===== src/rtl/divider_pkg.sv =====
// Shared types and defaults for the multi-cycle restoring divider.
package divider_pkg;

    localparam int unsigned DivWidth = 32;
    localparam int unsigned DivCntW  = 6;

    typedef enum logic [1:0] {
        StIdle,
        StCalc,
        StFix,
        StDone
    } div_state_e;

endpackage


===== src/rtl/div_step.sv =====
// One combinational restoring-division iteration on {rem, quo}.
module div_step #(
    parameter int unsigned WIDTH = divider_pkg::DivWidth
) (
    input  logic [WIDTH-1:0] rem_in,
    input  logic [WIDTH-1:0] quo_in,
    input  logic [WIDTH-1:0] divisor,
    output logic [WIDTH-1:0] rem_out,
    output logic [WIDTH-1:0] quo_out
);

    logic [WIDTH:0] rem_sh;
    logic [WIDTH:0] diff;

    assign rem_sh = {rem_in, quo_in[WIDTH-1]};
    assign diff   = rem_sh - {1'b0, divisor};

    // rem_in < divisor always holds, so a set top bit of diff means rem_sh < divisor.
    always_comb begin
        if (!diff[WIDTH]) begin
            rem_out = diff[WIDTH-1:0];
            quo_out = {quo_in[WIDTH-2:0], 1'b1};
        end else begin
            rem_out = rem_sh[WIDTH-1:0];
            quo_out = {quo_in[WIDTH-2:0], 1'b0};
        end
    end

endmodule


===== src/rtl/divider.sv =====
// Iterative signed/unsigned divider: one quotient bit per cycle, fixed 34-cycle latency.
module divider
    import divider_pkg::*;
#(
    parameter int unsigned WIDTH = DivWidth,
    parameter int unsigned CNT_W = DivCntW
) (
    input  logic             clk,
    input  logic             rst_n,
    input  logic             in_valid,
    input  logic             signed_op,
    input  logic             flush,
    input  logic [WIDTH-1:0] a,
    input  logic [WIDTH-1:0] b,
    output logic             stallreq,
    output logic             out_valid,
    output logic [WIDTH-1:0] result_q,
    output logic [WIDTH-1:0] result_r
);

    div_state_e       state_q, state_d;
    logic [CNT_W-1:0] cnt_q, cnt_d;
    logic             signed_q, signed_d;
    logic             a_neg_q, a_neg_d;
    logic             b_neg_q, b_neg_d;
    logic [WIDTH-1:0] rem_q, rem_d;
    logic [WIDTH-1:0] quo_q, quo_d;
    logic [WIDTH-1:0] div_q, div_d;
    logic [WIDTH-1:0] quot_res_q, quot_res_d;
    logic [WIDTH-1:0] rem_res_q, rem_res_d;

    logic [WIDTH-1:0] step_rem, step_quo;
    logic             a_neg_in, b_neg_in;

    div_step #(
        .WIDTH (WIDTH)
    ) u_step (
        .rem_in  (rem_q),
        .quo_in  (quo_q),
        .divisor (div_q),
        .rem_out (step_rem),
        .quo_out (step_quo)
    );

    assign a_neg_in = signed_op & a[WIDTH-1];
    assign b_neg_in = signed_op & b[WIDTH-1];

    always_comb begin
        state_d    = state_q;
        cnt_d      = cnt_q;
        signed_d   = signed_q;
        a_neg_d    = a_neg_q;
        b_neg_d    = b_neg_q;
        rem_d      = rem_q;
        quo_d      = quo_q;
        div_d      = div_q;
        quot_res_d = quot_res_q;
        rem_res_d  = rem_res_q;

        unique case (state_q)
            StIdle: begin
                if (in_valid && !flush) begin
                    if (b == '0) begin
                        quot_res_d = '1;
                        rem_res_d  = a;
                        state_d    = StDone;
                    end else begin
                        signed_d = signed_op;
                        a_neg_d  = a_neg_in;
                        b_neg_d  = b_neg_in;
                        rem_d    = '0;
                        quo_d    = a_neg_in ? -a : a;
                        div_d    = b_neg_in ? -b : b;
                        cnt_d    = CNT_W'(WIDTH);
                        state_d  = StCalc;
                    end
                end
            end
            StCalc: begin
                rem_d = step_rem;
                quo_d = step_quo;
                cnt_d = cnt_q - 1'b1;
                if (cnt_q == CNT_W'(1)) begin
                    state_d = StFix;
                end
            end
            StFix: begin
                quot_res_d = (signed_q && (a_neg_q != b_neg_q)) ? -quo_q : quo_q;
                rem_res_d  = (signed_q && a_neg_q) ? -rem_q : rem_q;
                state_d    = StDone;
            end
            StDone: begin
                state_d = StIdle;
            end
            default: begin
                state_d = StIdle;
            end
        endcase

        // Flush wins over everything; results from earlier operations are kept.
        if (flush) begin
            state_d    = StIdle;
            cnt_d      = '0;
            quot_res_d = quot_res_q;
            rem_res_d  = rem_res_q;
        end
    end

    always_ff @(posedge clk or negedge rst_n) begin
        if (!rst_n) begin
            state_q    <= StIdle;
            cnt_q      <= '0;
            signed_q   <= 1'b0;
            a_neg_q    <= 1'b0;
            b_neg_q    <= 1'b0;
            rem_q      <= '0;
            quo_q      <= '0;
            div_q      <= '0;
            quot_res_q <= '0;
            rem_res_q  <= '0;
        end else begin
            state_q    <= state_d;
            cnt_q      <= cnt_d;
            signed_q   <= signed_d;
            a_neg_q    <= a_neg_d;
            b_neg_q    <= b_neg_d;
            rem_q      <= rem_d;
            quo_q      <= quo_d;
            div_q      <= div_d;
            quot_res_q <= quot_res_d;
            rem_res_q  <= rem_res_d;
        end
    end

    assign stallreq  = rst_n & (((state_q == StIdle) & in_valid) |
                                (state_q == StCalc) | (state_q == StFix));
    assign out_valid = (state_q == StDone) & ~flush;
    assign result_q  = quot_res_q;
    assign result_r  = rem_res_q;

endmodule


===== config.mk =====
export PLATFORM = sky130hd
export DESIGN_NAME = divider
export DESIGN_NICKNAME = d
export VERILOG_FILES = /design/src/rtl/divider_pkg.sv /design/src/rtl/div_step.sv /design/src/rtl/divider.sv
export SDC_FILE = /design/constraint.sdc
export NUM_CORES = 1
export LEC_CHECK = 0
export BUFFER_PORTS_ARGS = -buffer_cell sky130_fd_sc_hd__clkbuf_2
export CAP_MARGIN = 10
export CORE_UTILIZATION = 35
export DETAILED_ROUTE_END_ITERATION = 8
export HOLD_SLACK_MARGIN = 0.1
export PLACE_DENSITY_LB_ADDON = 0.25
export SLEW_MARGIN = 25
export SYNTH_ARGS = -nofsm -noshare
export SYNTH_HDL_FRONTEND = slang
export SYNTH_HIERARCHICAL = 1
export SYNTH_SLANG_ARGS = --single-unit
export TNS_END_PERCENT = 100

===== constraint.sdc =====
create_clock -name clk -period 3.9 [get_ports clk]
set_input_delay 0.195 -clock clk [delete_from_list [all_inputs] [get_ports clk]]
set_output_delay 0.195 -clock clk [all_outputs]
set_load 0.02 [all_outputs]

==> results by group, run 1 <==
Status
  – Run status: completed

Clock network
  – Clk slew on worst S/H paths: 0.07 ns
  – CTS tree: built
  – CTS Sinks: roughly 170
  – Worst skew pair latency: 0.46 ns
  – CTS H-tree lvls: 4
  – Clock Tree Root: clkbuf_16
  – Clock buffer depth: 2
  – CTS Buf Count: 17

Finish
  – Sequential cell area: about 0.0043 mm²
  – Final net count: 1735
  – Finished Layout Cells: 2097
  – P&R area growth vs syn: 13.4%
  – Commonest non-fill, non-tap cell in the layout: nand2_1
  – Layout cell share with drive strength beyond 1: 15.2%
  – Multi-input logic area: 0.00755 mm²
  – Most frequent cells in the layout: nand2_1 (205), dfrtp_1 (171), clkbuf_2 (133)
  – Ant. Diodes: 0
  – Fill cells: about 3.7k

Drt
  – Top Layer Used: met4
  – Drt pass-1 iters: 5
  – Residual DRC count: 0
  – Wire per inst: 18.4 µm
  – WL met2: 16.7 mm
  – Vias per std cell: 5.45
  – DRT iter0 DRCs: 887
  – Metal-1 WL: 18.9 mm
  – DRT Wirelength: 38.5 mm
  – Routed vias: 11.4k
  – Post-DRT Antenna Nets: 0
  – Metal3 WL: about 2.2 mm

Critical path
  – Worst path most repeated cell: o2111ai_1
  – Critical Path Source: quo_q[31]$_DFFE_PN0P_
  – Required time of the critical path: 4.24 ns
  – CP cell instances: inv_1 > ha_1 > fa_1 > and2b_1 > o2111ai_1 > a21oi_2 > o2111ai_1 > a211oi_2 > nor2_2 > mux2i_1 > and2_4 > inv_4 > mux2_1 > nand3_1 > nand2_1
  – CP max stage delay: 0.40 ns
  – CP max stage cell: dfrtp_1
  – Maximum fanout along the worst path: 22
  – Crit start category: flop
  – Reg2reg start: quo_q[31]$_DFFE_PN0P_
  – R2R Setup Slk: 0.37 ns
  – Worst Path Class, Setup: reg -> reg
  – Critical Path AT: just under 4 ns
  – Kind of end point of the critical path: flop

STA
  – Final setup fails: 0
  – Fin crit share: between 90% and 100%
  – Final hold viol count: 0
  – Max Clock Freq: 283 MHz
  – RSZ-0062 raised after global routing: no
  – Skew final: 0.0155 ns
  – Post-route minimum period: around 3.5 ns
  – Setup TNS: 0 ns
  – Slew headroom: 35.0%
  – Worst-Margin Slew: 0.973 ns
  – Final Max Slew Viols: 0

Pwr
  – Int Pwr: 6.34 mW
  – Comb pwr share: 59.1%
  – Clock Power Share: 13.9%
  – Peak supply drop: between 400 and 500 µV
  – Pwr/cell area: 844 mW/mm²
  – Sw Ratio: 47.7%
  – Static Leak: 6.37 nW
  – NetSw: ~5.8 mW
  – Seq pwr share: between 20% and 30%
  – Total power: 12.1 mW

Logic synthesis
  – Top-area cell type share of the netlist area: 33.8%
  – Syn nets: 1644
  – Synthesized area per cell: 8.27 µm²
  – Gate count of the mapped netlist: ~1.5k
  – Fraction of registers with async set or reset after synthesis: 100%
  – Mapped cell area: 0.0127 mm²
  – Post-synth EDFFs: 0
  – Post-synth cell types: 82
  – Main area contributors after synthesis: dfrtp_1 (34%), nand2_1 (6.1%), xnor2_1 (5.9%)
  – Area leader, netlist: dfrtp_1
  – Ys flop type: dfrtp_1
  – Sequential share of the synthesized area: between 30% and 40%
  – Syn. warnings: 6
  – Seq cells post-synth: 171

Die
  – Die Wd: 192 µm
  – Die height: 192 µm
  – DIE AREA: 0.0370 mm²
  – Ports: ~140
  – Row count: slightly below 70
  – Starting density of the core: a little over a third
  – Core Area: 0.0356 mm²

Global route
  – Initial antenna violation count: 0
  – Largest net degree at the start of global routing: 77
  – GR Overflow Total: 0
  – Number of global-route vias before repair: about 11k
  – GRT Util Overall: 21.3%
  – First-pass GRT wire length: 60.8 mm

Worst hold path
  – Hold_sp: b[28]
  – Hold Crit Class: in -> reg

Job
  – Max Cap Violations: 0

Placed design
  – Post-DP HPWL: 28.8 mm
  – PortBufs: 134
  – Dpl cells: 2042
  – Final Wtd Congestion: 0.877
-- cell families (layout without fill, tap and decap cells) --
group,after synthesis,after routing,synth area share (%)
buf+inv,179,283,6.85
mux,47,47,4.48
fa+ha+maj,43,43,4.31
xor+xnor,139,139,9.61
simple gates,550,550,21.0
compound gates,403,403,19.9
flops,171,171,33.8
-- flip-flops by register name (all words and copies together), names as in the netlist --
register,cells
state_q,2
result_q,32
a_neg_q,1
rem_q,32
signed_q,1
quo_q,32
div_q,32
b_neg_q,1
result_r,32
cnt_q,6
-- worst paths after layout --
check                                                 to  cells after the start
worst max-delay path                rem_q[3]$_DFFE_PN0P_                     15
worst min-delay path               div_q[28]$_DFFE_PN0P_                      3
worst max register to register      rem_q[3]$_DFFE_PN0P_                     15
worst min register to register     div_q[31]$_DFFE_PN0P_                      2
max in group asynchronous           rem_q[2]$_DFFE_PN0P_                      3
min in group asynchronous       result_r[10]$_DFFE_PN0P_                      2
-- final cells by class --
cell class              instances  share of cell area (%)
well taps                     461                    4.02
multi-input cells            1182                    52.6
clock buffers                  17                    2.96
inverters                      61                    1.61
repair buffers                190                    8.13
flip-flops and latches        171                    29.8
clock inverters                15                   0.915
-- worst max-delay path: cells and delay by family, from the launching register on --
family	cells	cell delay, ns
AOI/OAI and AO/OA	4	0.84
and+or+nand+nor	5	0.65
adders and majority gates	2	0.62
muxes	2	0.51
DFF	1	0.40
buffers and inverters	2	0.37
-- through the flow --
stage	hold slack, ns	instance area [µm²]	setup slack [ns]	utilization (%)
final	0.113	14400	0.365	40.4
after global routing	0.134	14400	0.128	40.4
after CTS	0.101	14400	0.157	40.4
after global placement	0.220	13600	0.228	38.2
after floorplan	-0.101	12700	0.737	-
after detailed placement	0.221	13600	0.178	38.2
-- layer usage --
metal / vias to the layer above / global-route usage, %
met2: 314 / 31.9
met1: 5429 / 31.0
met4: 0 / 5.75
met3: 44 / 3.73
met5: - / 0
li1: 5632 / -
-- power by group through the flow --
stage | clock network (mW) | registers (mW) | logic, mW
floorplan | 0 | 3.51 | 5.14
global route | 1.81 | 3.39 | 7.91
CTS | 1.73 | 3.26 | 7.16
finish | 1.69 | 3.27 | 7.17
detailed placement | 0 | 3.30 | 7.12
global placement | 0 | 3.27 | 7.07
-- synthesized netlist by cell type, types with 26 or more instances --
cell type,instances
ha_1,42
xor2_1,54
a21o_1,26
o21ai_0,111
buf_4,35
nor2_1,106
nand3_1,64
mux2i_1,26
nand2_1,206
xnor2_1,85
inv_1,59
clkbuf_1,52
a31oi_1,65
a21oi_1,79
nor3_1,39
dfrtp_1,171
-- timing repair --
| action | 4_1_cts | 5_1_grt |
|---|---|---|
| hold buffers | 23 | 0 |
| endpoints found under the hold margin | 75 | 0 |
| resized for setup | 0 | 2 |
| buffers inserted | 0 | 0 |
| setup endpoints to repair | 0 | 21 |
No activity file was read; power rests on OpenSTA's default activity.
==> inputs of run 2 (changes only) <==
--- a/config.mk
+++ b/config.mk
@@ -7,7 +7,7 @@
 export LEC_CHECK = 0
 export BUFFER_PORTS_ARGS = -buffer_cell sky130_fd_sc_hd__clkbuf_2
 export CAP_MARGIN = 10
-export CORE_UTILIZATION = 35
+export CORE_UTILIZATION = 55
 export DETAILED_ROUTE_END_ITERATION = 8
 export HOLD_SLACK_MARGIN = 0.1
 export PLACE_DENSITY_LB_ADDON = 0.25
==> constraint.sdc (replaced) <==
create_clock -name clk -period 4.3 [get_ports clk]
set_input_delay 0.215 -clock clk [delete_from_list [all_inputs] [get_ports clk]]
set_output_delay 0.215 -clock clk [all_outputs]
set_load 0.02 [all_outputs]
==> run 2 against run 1 <==
Final area down 3.3%. Wire length down 7.8%. Register-to-register slack better by 0.15 ns. Worst setup slack better by 0.15 ns. Clock-buffer cell count unchanged. Worst hold slack better by 0.0027 ns. Critical path type unchanged.
==> results by group, run 2 (synthesis results as in run 1) <==
Status
  – Run status: completed

Placed design
  – Placed inst area: 0.0132 mm² (-2.5%)
  – Post-DP HPWL: 26.7 mm (-7.3%)
  – Dpl cells: 1850 (-9.4%)
  – Final Wtd Congestion: 0.935 (+6.5%)
  – PortBufs: 134 (unchanged)

Finish
  – Layout cell share with drive strength beyond 1: 14.5% (-0.70 points)
  – Final Util: 61.4% (+21 points)
  – Most frequent cells in the layout: nand2_1 (205), dfrtp_1 (171), clkbuf_2 (133)
  – Fin area: 0.0139 mm² (-3.3%)
  – Commonest non-fill, non-tap cell in the layout: nand2_1
  – Ant. Diodes: 0 (unchanged)
  – Finished Layout Cells: 1889 (-9.9%)
  – Final net count: 1703 (-1.8%)
  – P&R area growth vs syn: 9.67%

Critical path
  – CP max stage cell: inv_2
  – CP cell instances: inv_1 > ha_1 > fa_1 > and2b_1 > o2111ai_1 > a21oi_2 > o2111ai_1 > a211oi_2 > nor2_2 > mux2i_1 > and2_4 > inv_2 > mux2_1 > nand3_1 > nand2_1
  – R2R Setup Slk: 0.52 ns (+0.15 ns)
  – Kind of end point of the critical path: flop
  – Critical Path AT: 4.12 ns (+0.24 ns)
  – Crit start category: flop
  – Maximum fanout along the worst path: 22 (unchanged)
  – Worst path most repeated cell: o2111ai_1
  – CP max stage delay: 0.51 ns (+0.11 ns)
  – Worst Path Class, Setup: reg -> reg
  – Required time of the critical path: 4.63 ns (+0.39 ns)

Drt
  – Post-DRT Antenna Nets: 0 (unchanged)
  – Vias per std cell: 6.17 (+13%)
  – DRT Wirelength: 35.5 mm (-7.8%)
  – Wire per inst: 18.8 µm (+2.4%)
  – Routed vias: 11.7k (+2.1%)
  – DRT iter0 DRCs: 1005 (+13%)
  – Drt pass-1 iters: 7 (+2)
  – Residual DRC count: 0 (unchanged)

Clock network
  – Clock Tree Root: clkbuf_16
  – CTS Buf Count: 17 (unchanged)
  – CTS H-tree lvls: 4 (unchanged)
  – Worst skew pair latency: 0.44 ns (-0.02 ns)
  – CTS Sinks: 171 (unchanged)
  – Post-CTS Hold Buffers: 7 (-70%)
  – CTS tree: built
  – Clock buffer depth: 2 (unchanged)
  – CTS resizes: 0 (unchanged)
  – Setup bufs post-CTS: 0 (unchanged)
  – Clk slew on worst S/H paths: 0.08 ns (about the same)

Pwr
  – Total power: 10.8 mW (-11%)
  – Peak supply drop: 351 µV (-29%)
  – Static Leak: 6.24 nW (-2.1%)
  – Pwr/cell area: 779 mW/mm² (-7.7%)

Die
  – Ports: 135 (unchanged)
  – Die Wd: 154 µm (-20%)
  – Starting density of the core: 55.9% (+20 points)
  – Die height: 154 µm (-20%)
  – DIE AREA: 0.0236 mm² (-36%)
  – Row count: 55 (-20%)
  – Core Area: 0.0226 mm² (-36%)

Global route
  – GR Overflow Total: 0 (unchanged)
  – Initial antenna violation count: 0 (unchanged)
  – GRT Util Overall: 30.7% (+9.4 points)
  – First-pass GRT wire length: 57.4 mm (-5.7%)
  – Largest net degree at the start of global routing: 89 (+16%)
  – Number of global-route vias before repair: 11.0k (+2.3%)

STA
  – Slew headroom: 32.4% (-2.6 points)
  – Setup TNS: 0 ns (unchanged)
  – Max Clock Freq: 264 MHz (-6.6%)
  – Skew final: 0.0139 ns (-0.00163 ns)
  – Final hold viol count: 0 (unchanged)
  – Final Max Slew Viols: 0 (unchanged)
  – Worst-Margin Slew: 1.01 ns (+0.0392 ns)
  – RSZ-0062 raised after global routing: no
  – Fin crit share: 88.0% (-2.6 points)
  – Final setup fails: 0 (unchanged)
  – Post-route minimum period: 3.78 ns (+0.249 ns)

Job
  – Max Cap Violations: 0 (unchanged)

Worst hold path
  – Hold Crit Class: in -> reg
## run 2: cell count changes in the layout (fill, tap and decap cells not counted)
cell | previous run | this run
clkinv_2 | 2 | 0
clkinv_4 | 1 | 2
inv_2 | 0 | 1
inv_6 | 6 | 3
clkinvlp_4 | 2 | 1
buf_4 | 32 | 16
clkinv_8 | 0 | 2
dlygate4sd3_1 | 23 | 7
inv_8 | 4 | 7
inv_4 | 1 | 0
## run 2: path summary, 6_finish.rpt
path / cells after the start / endpoint / start
worst max-delay path: 15 / rem_q[4]$_DFFE_PN0P_ / quo_q[31]$_DFFE_PN0P_
worst min-delay path: 3 / div_q[28]$_DFFE_PN0P_ / b[28]
worst max register to register: 15 / rem_q[4]$_DFFE_PN0P_ / quo_q[31]$_DFFE_PN0P_
worst min register to register: 2 / div_q[31]$_DFFE_PN0P_ / div_q[31]$_DFFE_PN0P_
max in group asynchronous: 3 / rem_q[2]$_DFFE_PN0P_ / rst_n
min in group asynchronous: 2 / result_r[14]$_DFFE_PN0P_ / rst_n
## run 2: power breakdown
| part | leakage [nW] | internal, mW | switching [mW] |
|---|---|---|---|
| combinational | 3.86 | 2.61 | 3.67 |
| sequential | 2.09 | 2.29 | 0.700 |
| clock | 0.288 | 0.783 | 0.762 |
## run 2: per-layer routing
| metal | wire length [µm] | share of wire [%] | vias to the layer above | track usage (%) |
|---|---|---|---|---|
| met5 | 0 | 0 | - | 0 |
| met4 | 1350 | 3.8 | 0 | 13.6 |
| met3 | 2080 | 5.8 | 86 | 4.28 |
| met2 | 17000 | 48 | 447 | 51.6 |
| met1 | 15100 | 43 | 5561 | 39.3 |
| li1 | - | - | 5564 | - |
## run 2: final cells by class
class                           instances  area, µm²
Fill cell                            2076       8750
Multi-Input combinational cell       1182       7550
Sequential cell                       171       4280
Timing Repair Buffer                  158        887
Clock buffer                           17        425
Tap cell                              285        357
Inverter                               61        229
Clock inverter                         15        163
## run 2: critical path, delay by kind of cell, from the launching register on
kind                     cells  cell delay, ns
AO/OA/AOI/OAI                4            0.84
adder cells (fa/ha/maj)      2            0.61
buffers and inverters        2            0.57
flip-flops                   1            0.39
multiplexers                 2            0.55
AND/OR/NAND/NOR              5            0.71
## run 2: stage by stage
stage	hold WS [ns]	worst slack [ns]
after floorplan	-0.0806	1.14
after global routing	0.118	0.284
final	0.116	0.516
after detailed placement	0.348	0.547
after global placement	0.351	0.628
after CTS	0.112	0.523
